**config.mk**
```make
export PLATFORM = sky130hd
export DESIGN_NAME = track_driver_box_flat
export DESIGN_NICKNAME = d
export VERILOG_FILES = /design/src/rtl/track_driver_box_if.sv /design/src/rtl/track_driver_box.sv /design/src/flat_wrapper.sv
export SDC_FILE = /design/constraint.sdc
export NUM_CORES = 1
export LEC_CHECK = 0
export BUFFER_PORTS_ARGS = -buffer_cell sky130_fd_sc_hd__buf_2
export CAP_MARGIN = 20
export CORE_MARGIN = 5
export CORE_UTILIZATION = 40
export CTS_CLUSTER_DIAMETER = 50
export DETAILED_ROUTE_END_ITERATION = 6
export MAX_ROUTING_LAYER = met4
export SETUP_SLACK_MARGIN = 0.05
export SLEW_MARGIN = 20
export SYNTH_ARGS = -nofsm -noshare
export SYNTH_HDL_FRONTEND = slang
export SYNTH_SLANG_ARGS = --single-unit
export TNS_END_PERCENT = 100
```
**constraint.sdc**
```tcl
create_clock -name clk -period 2.7 [get_ports clk]
set_clock_uncertainty 0.15 [all_clocks]
set_input_delay 0.405 -clock clk [delete_from_list [all_inputs] [get_ports clk]]
set_output_delay 0.405 -clock clk [all_outputs]
set_load 0.005 [all_outputs]
```
**src/rtl/track_driver_box_if.sv**
```systemverilog
// Configuration-chain and track signals of one track driver box.
// master drives the chain and block/track inputs; slave is the box itself.
interface track_driver_box_if #(
   parameter int NUM_TRACKS = 4
);
   logic                  cfg_en;
   logic                  cfg_in;
   logic                  cfg_out;
   logic                  cfg_commit;
   logic                  cfg_full;
   logic                  cfg_valid;
   logic                  cfg_err;
   logic                  block_in;
   logic [NUM_TRACKS-1:0] track_in;
   logic [NUM_TRACKS-1:0] track_out;

   modport master (
      output cfg_en, cfg_in, cfg_commit, block_in, track_in,
      input  cfg_out, cfg_full, cfg_valid, cfg_err, track_out
   );

   modport slave (
      input  cfg_en, cfg_in, cfg_commit, block_in, track_in,
      output cfg_out, cfg_full, cfg_valid, cfg_err, track_out
   );
endinterface

```
**src/rtl/track_driver_box.sv**
```systemverilog
// Drives a logic-block output back onto routing tracks; per-track mode comes from a
// daisy-chained serial config chain that only takes effect on an explicit commit.
module track_driver_box #(
   parameter int NUM_TRACKS = 4
) (
   input logic                clk,
   input logic                rst_n,
   track_driver_box_if.slave  bus
);
   localparam int CFG_W = 2 * NUM_TRACKS;
   localparam int CNT_W = $clog2(CFG_W + 1);

   logic [CFG_W-1:0]      shift_reg;
   logic [CFG_W-1:0]      active_cfg;
   logic [CNT_W-1:0]      bit_cnt;
   logic                  block_q;
   logic                  cfg_valid_q;
   logic                  cfg_err_q;
   logic                  full;
   logic [NUM_TRACKS-1:0] track_mux;

   assign full = (bit_cnt == CNT_W'(CFG_W));

   always_ff @(posedge clk) begin
      if (!rst_n) begin
         shift_reg   <= '0;
         active_cfg  <= '0;
         bit_cnt     <= '0;
         block_q     <= 1'b0;
         cfg_valid_q <= 1'b0;
         cfg_err_q   <= 1'b0;
      end else begin
         cfg_err_q <= 1'b0;
         block_q   <= bus.block_in;
         // Shifting continues past a full load so downstream boxes still receive their bits.
         if (bus.cfg_en) begin
            shift_reg <= {bus.cfg_in, shift_reg[CFG_W-1:1]};
            if (!full) begin
               bit_cnt <= bit_cnt + CNT_W'(1);
            end
         end
         if (bus.cfg_commit) begin
            if (full && !bus.cfg_en) begin
               active_cfg  <= shift_reg;
               bit_cnt     <= '0;
               cfg_valid_q <= 1'b1;
            end else begin
               cfg_err_q <= 1'b1;
            end
         end
      end
   end

   // Mode per track: 00 pass-through, 01 block_in, 10 registered block, 11 tied low.
   always_comb begin
      track_mux = '0;
      for (int i = 0; i < NUM_TRACKS; i++) begin
         case (active_cfg[2*i +: 2])
            2'b00:   track_mux[i] = bus.track_in[i];
            2'b01:   track_mux[i] = bus.block_in;
            2'b10:   track_mux[i] = block_q;
            default: track_mux[i] = 1'b0;
         endcase
      end
   end

   assign bus.track_out = track_mux;
   assign bus.cfg_out   = shift_reg[0];
   assign bus.cfg_full  = full;
   assign bus.cfg_valid = cfg_valid_q;
   assign bus.cfg_err   = cfg_err_q;
endmodule

```
**src/flat_wrapper.sv**
```systemverilog
// flat-port wrapper written by rule: the top's interface ports become plain ports
module track_driver_box_flat 
#(
   parameter int NUM_TRACKS = 4
)
  (clk, rst_n, bus_cfg_en, bus_cfg_in, bus_cfg_commit, bus_block_in, bus_track_in, bus_cfg_out, bus_cfg_full, bus_cfg_valid, bus_cfg_err, bus_track_out);
  track_driver_box_if #(.NUM_TRACKS(NUM_TRACKS)) bus_i ();
  input logic clk;
  input logic rst_n;
  input wire logic [$bits(bus_i.cfg_en)-1:0] bus_cfg_en;
  input wire logic [$bits(bus_i.cfg_in)-1:0] bus_cfg_in;
  input wire logic [$bits(bus_i.cfg_commit)-1:0] bus_cfg_commit;
  input wire logic [$bits(bus_i.block_in)-1:0] bus_block_in;
  input wire logic [$bits(bus_i.track_in)-1:0] bus_track_in;
  output wire logic [$bits(bus_i.cfg_out)-1:0] bus_cfg_out;
  output wire logic [$bits(bus_i.cfg_full)-1:0] bus_cfg_full;
  output wire logic [$bits(bus_i.cfg_valid)-1:0] bus_cfg_valid;
  output wire logic [$bits(bus_i.cfg_err)-1:0] bus_cfg_err;
  output wire logic [$bits(bus_i.track_out)-1:0] bus_track_out;
  assign bus_i.cfg_en = bus_cfg_en;
  assign bus_i.cfg_in = bus_cfg_in;
  assign bus_i.cfg_commit = bus_cfg_commit;
  assign bus_i.block_in = bus_block_in;
  assign bus_i.track_in = bus_track_in;
  assign bus_cfg_out = bus_i.cfg_out;
  assign bus_cfg_full = bus_i.cfg_full;
  assign bus_cfg_valid = bus_i.cfg_valid;
  assign bus_cfg_err = bus_i.cfg_err;
  assign bus_track_out = bus_i.track_out;
  track_driver_box #(.NUM_TRACKS(NUM_TRACKS)) u_core (.clk(clk), .rst_n(rst_n), .bus(bus_i));
endmodule
```
==> metrics, run 1 <==
post-synthesis cell type count 26; layout cell share with drive strength beyond 1 19.7%; Critical Path Slowest Stage Cell dfxtp_1; top cells by area, synth dfxtp_1 43%, mux2i_1 20%, nand2_1 6.4%, nor2b_1 4.7%, nand3b_1 4.2%; final wirelength 1.79 mm; number of global-route vias before repair 765; Top Ports 18; post-route minimum period around 1.9 ns; hold buffers post-CTS 0; die width 61.6 µm; leakage 0.000466 µW; pre-CTS WS 0.856 ns; largest stage delay on the critical path 0.42 ns; Syn Area/Cell 9.94 µm²; number of synthesized register bits 23; Internal about 420 µW; worst-path maximum fanout 6; EDFF count, synth 0; Worst EP required 2.14 ns; multi-input logic area 554 µm²; ANT nets after route 0; Post-synth ARST share 0%; critical path endpoint category primary output; register area 460 µm²; predominant post-synthesis flop cell dfxtp_1; Setup Crit Path Kind flip-flop to primary output; vias per std cell approximately 5.1; Sw Ratio 23.1%; worst setup margin 0.821 ns; Net Count, Synth about 120; FF-to-FF setup slack 0.84 ns; Final Core Density 47.0%; Root Driver clkbuf_4; final setup vio count 0; GR Overflow Total 0; post-synthesis sequential area ratio 43.3%; reported net switching power roughly 130 µW; # Post-CTS Setup Buffers 0; sequential power share 63.8%; critical path startpoint u_core.bit_cnt[0]; mapped cell area 1060 µm²; port bufs 17; Core ar. 2500 µm²; fill cell count 250; Clock Tree Buf Depth 2; Inserted Clock Buffers 3; Final period util 69.6%; Critical Path End bus_cfg_full; initial antenna violation count 0; Critical Path Most Common Cell inv_1; largest net degree at the start of global routing 34; Total GRT Usage 11.8%; Worst EP arrival 1.32 ns; combinational share of power between 8 and 9%; clock power share 27.6%; unrepaired setup endpoints after global routing no; VDD IR max 0.000304 V; htree depth 1; fin. max-slew vios 0; GP Congestion 0.768; Starting DRT DRC Count 18; outcome finished, final reports clean; Worst slew margin a little over half; Hold Vio Cnt, Final 0; crit-path cells inv_1 > ha_1 > nand3b_4 > inv_1 > buf_2; DR pass1 iterations 4; drt drc 0; Clock Latency Late Sink 0.30 ns; HPWL Detailed roughly 1.3 mm; Vias 774; worst min path class input port to flip-flop; Reg clk slew, reported paths 0.12 ns; Worst Reg2Reg Path Length in Cells 5; fmax roughly 530 MHz; synth warn 0; area leader, netlist dfxtp_1; max cap viols 0; number of diodes 0; CTS resizes 0; worst-margin pin slew 0.679 ns; area delta synth->final 10.6%; CP Launch Type flip-flop; effective utilization at floorplan 42.5%; layout net count 135; Fin Setup TNS 0 ns; first-pass GRT wire length around 3.3 mm; Die Ht 61.6 µm; area share of the largest cell type after synthesis a little over two fifths; Wirelength per Cell roughly 12 µm; cell count after synthesis about 110; Cell Pwr Density roughly 470 nW/µm²; CTS sink count 23; cell row count 18; die area about 3800 µm²; worst r2r src u_core.bit_cnt[0]; CTS tree yes; r2r endpoint u_core.active_cfg[5]
[critical path: cells and delay by family (launching register included)]
family                     cells  cell delay, ns
DFF                            1            0.42
and+or+nand+nor                1            0.13
adders and majority gates      1            0.24
buffers and inverters          3            0.25
[synth_stat cells, drive strengths merged, types with 2 or more instances]
master / n
buf: 3
clkbuf: 3
dfxtp: 23
ha: 2
inv: 3
mux2i: 21
nand2: 18
nand3b: 7
nor2b: 8
nor3b: 2
o21ai: 5
[routing by layer]
layer / global-route usage [%] / part of all wire [%]
met4: 4.55 / 0
met5: - / 0
met3: 2.52 / 4.8
met2: 16.9 / 45
met1: 16.1 / 51
[placed cells by master, fill, tap and decap left out, types with 2 or more instances in the layout]
master / instances
inv_1: 3
nand2_1: 18
clkbuf_4: 3
mux2i_1: 21
nor2b_1: 8
nand3b_1: 6
ha_1: 2
o21ai_0: 5
buf_2: 17
dfxtp_1: 23
[logic make-up (layout without fill, tap and decap cells)]
group           count (synthesis)  after routing  share of synthesized area (%)
compound gates                  9              9                           5.41
flops                          23             23                           43.3
simple gates                   43             43                           24.6
fa+ha+maj                       2              2                           2.35
buf+inv                         9             24                           4.59
mux                            21             21                           19.8
[power groups by stage]
stage	Clock (µW)	Combinational, µW	Sequential [µW]
after floorplan	0	33.7	358
after global placement	0	47.1	359
after detailed placement	0	48.0	359
after CTS	162	48.1	351
after global routing	176	52.9	352
final	152	47.2	351
[stage by stage]
step	instance area [µm²]	total power (µW)	std cells	hold WS (ns)
5_1_grt	1180	582	152	0.176
4_1_cts	1180	562	152	0.186
3_5_place_dp	1150	407	148	0.305
6_report	1180	551	152	0.203
3_3_place_gp	1150	406	148	0.309
2_1_floorplan	1060	391	107	0.295
[worst min path at each step]
| stage | from | to | slack, ns | depth (start not counted) |
|---|---|---|---|---|
| after floorplan | u_core.active_cfg[0] | u_core.active_cfg[0] | 0.29 | 2 |
| after global placement | u_core.active_cfg[4] | u_core.active_cfg[4] | 0.31 | 2 |
| after detailed placement | u_core.bus.cfg_valid | u_core.bus.cfg_valid | 0.31 | 1 |
| after CTS | bus_cfg_commit | u_core.bus.cfg_err | 0.19 | 2 |
| after global routing | bus_cfg_commit | u_core.bus.cfg_err | 0.18 | 2 |
| final | bus_cfg_commit | u_core.bus.cfg_err | 0.20 | 2 |
[cell type report]
class	instances	share of cell area, %
clock buffers	3	1.91
clock inverters	1	0.426
inverters	3	0.957
multi-input cells	75	47.1
flip-flops and latches	23	39.1
well taps	30	3.19
repair buffers	17	7.23
No activity file was read; power rests on OpenSTA's default activity.
==> run 2: changes to the inputs <==
==> constraint.sdc (replaced) <==
create_clock -name clk -period 1.9 [get_ports clk]
set_clock_uncertainty 0.15 [all_clocks]
set_input_delay 0.285 -clock clk [delete_from_list [all_inputs] [get_ports clk]]
set_output_delay 0.285 -clock clk [all_outputs]
set_load 0.005 [all_outputs]
==> metrics, run 2 (same netlist as run 1, synthesis figures left out) <==
Internal 603 µW; Die Ht 61.6 µm; family with the most delay on the worst path flip-flops; cell row count 18; leakage 0.000477 µW; drt drc 0; CP Depth 5; worst min path class input port to flip-flop; final setup vio count 0; Reg clk slew, reported paths 0.13 ns; Fin Setup TNS 0 ns; worst-margin pin slew 0.418 ns; number of global-route vias before repair 761; first-pass GRT wire length 3.31 mm; reported net switching power approximately 190 µW; GP Congestion between 0.8 and 0.9; most frequent cells in the layout 22 x dfxtp_1, 21 x mux2i_1, 18 x nand2_1; layout cell share with drive strength beyond 1 around 22%; Final Core Density 47.7%; layout net count 137; initial antenna violation count 0; fmax 577 MHz; Critical Path Most Common Cell inv_1; number of diodes 0; effective utilization at floorplan 42.5%; outcome finished, final reports clean; placed cells 150; HPWL Detailed 1.36 mm; die width 61.6 µm; Vias 753; commonest non-fill, non-tap cell in the layout dfxtp_1; area delta synth->final 12.1%; Wirelength per Cell roughly 12 µm; sequential power share 63.2%; Worst EP required 1.46 ns; fin. max-slew vios 0; clock power share 28.0%; Worst slew margin 72.1%; critical path endpoint category primary output; die area 3790 µm²; Starting DRT DRC Count 5; Root Driver clkbuf_4; largest net degree at the start of global routing 23; VDD IR max 0.000390 V; filler-free cell count of the finished design 154; # Post-CTS Setup Buffers 0; Clock Tree Buf Depth 2; hold buffers post-CTS 0; Inserted Clock Buffers 3; ANT nets after route 0; unrepaired setup endpoints after global routing no; Worst EP arrival between 1 and 1.5 ns; CP Launch Type flip-flop; Hold Vio Cnt, Final 0; Setup Crit Path Kind flip-flop to primary output; htree depth 1; CTS sink count 23; final wirelength 1.88 mm; met3 wire len about 86 µm; vias per std cell between 4 and 5; total power 791 µW; post-route minimum period 1.73 ns; Max Used Layer met4; Final period util about nine tenths; fill cell count ~240; port bufs 17; Clock Latency Late Sink 0.30 ns; Critical Path Slowest Stage Cell dfxtp_1; largest stage delay on the critical path 0.41 ns; DR pass1 iterations 4; Sw Ratio 23.7%; worst path buffer plus inverter count 3; Routed met2 length ~830 µm; CTS tree yes; max cap viols 0; Top Ports 18; Core ar. 2500 µm²; GR Overflow Total 0; Cell Pwr Density 663 nW/µm²; Total GRT Usage 11.8%; CTS resizes 0; crit-path cells inv_1 > ha_1 > nand3b_4 > inv_1 > buf_2; combinational share of power just under 9%; DRT met1 WL approximately 950 µm; Hold Path Stages 3; Worst Reg2Reg Path Length in Cells 6; worst-path maximum fanout 6
run 2: cell types whose count changed in the layout (fill, tap and decap cells not counted):
cell	previous run	this run
buf_4	0	2
dfxtp_1	23	22
dfxtp_2	0	1
run 2: final cells by class:
type                       count  area, µm²  area share, %
clock buffer                   3       22.5           1.89
clock inverter                 1       5.00          0.420
inverter                       3       11.3          0.944
multi-input combinational     75        554           46.5
sequential                    23        462           38.7
tap                           30       37.5           3.15
timing repair buffer          19        100           8.39
run 2: final timing paths:
check / from / endpoint / slack [ns]
setup reg to reg: u_core.bit_cnt[0] / u_core.active_cfg[1] / 0.28
hold reg to reg: u_core.active_cfg[2] / u_core.active_cfg[2] / 0.33
setup / recovery: u_core.bit_cnt[1] / bus_cfg_full / 0.17
hold / removal: bus_cfg_in / u_core.shift_reg[7] / 0.08
run 2: worst min-delay path, cell delays in order:
cell and delay, ns:
buf_2 0.07, mux2i_1 0.05, nor2b_1 0.09
run 2: power groups by stage:
| stage | clock network (µW) | registers, µW | logic [µW] |
|---|---|---|---|
| global route | 253 | 502 | 77.5 |
| finish | 221 | 500 | 69.7 |
| global placement | 0 | 510 | 68.4 |
| CTS | 233 | 500 | 70.5 |
| detailed placement | 0 | 511 | 70.3 |
| floorplan | 0 | 508 | 47.9 |
run 2: through the flow:
| step | setup WS (ns) | instance area (µm²) | hold WS (ns) |
|---|---|---|---|
| 2_1_floorplan | 0.440 | 1060 | 0.257 |
| 3_3_place_gp | 0.333 | 1160 | 0.308 |
| 3_5_place_dp | 0.280 | 1160 | 0.306 |
| 4_1_cts | 0.109 | 1190 | 0.0692 |
| 5_1_grt | 0.0697 | 1190 | 0.0734 |
| 6_report | 0.168 | 1190 | 0.0793 |
run 2: per-layer routing:
metal / up-vias / track usage (%)
met3: 2 / 1.89
li1: 398 / -
met4: 0 / 5.45
met5: - / -
met1: 339 / 15.8
met2: 14 / 17.2
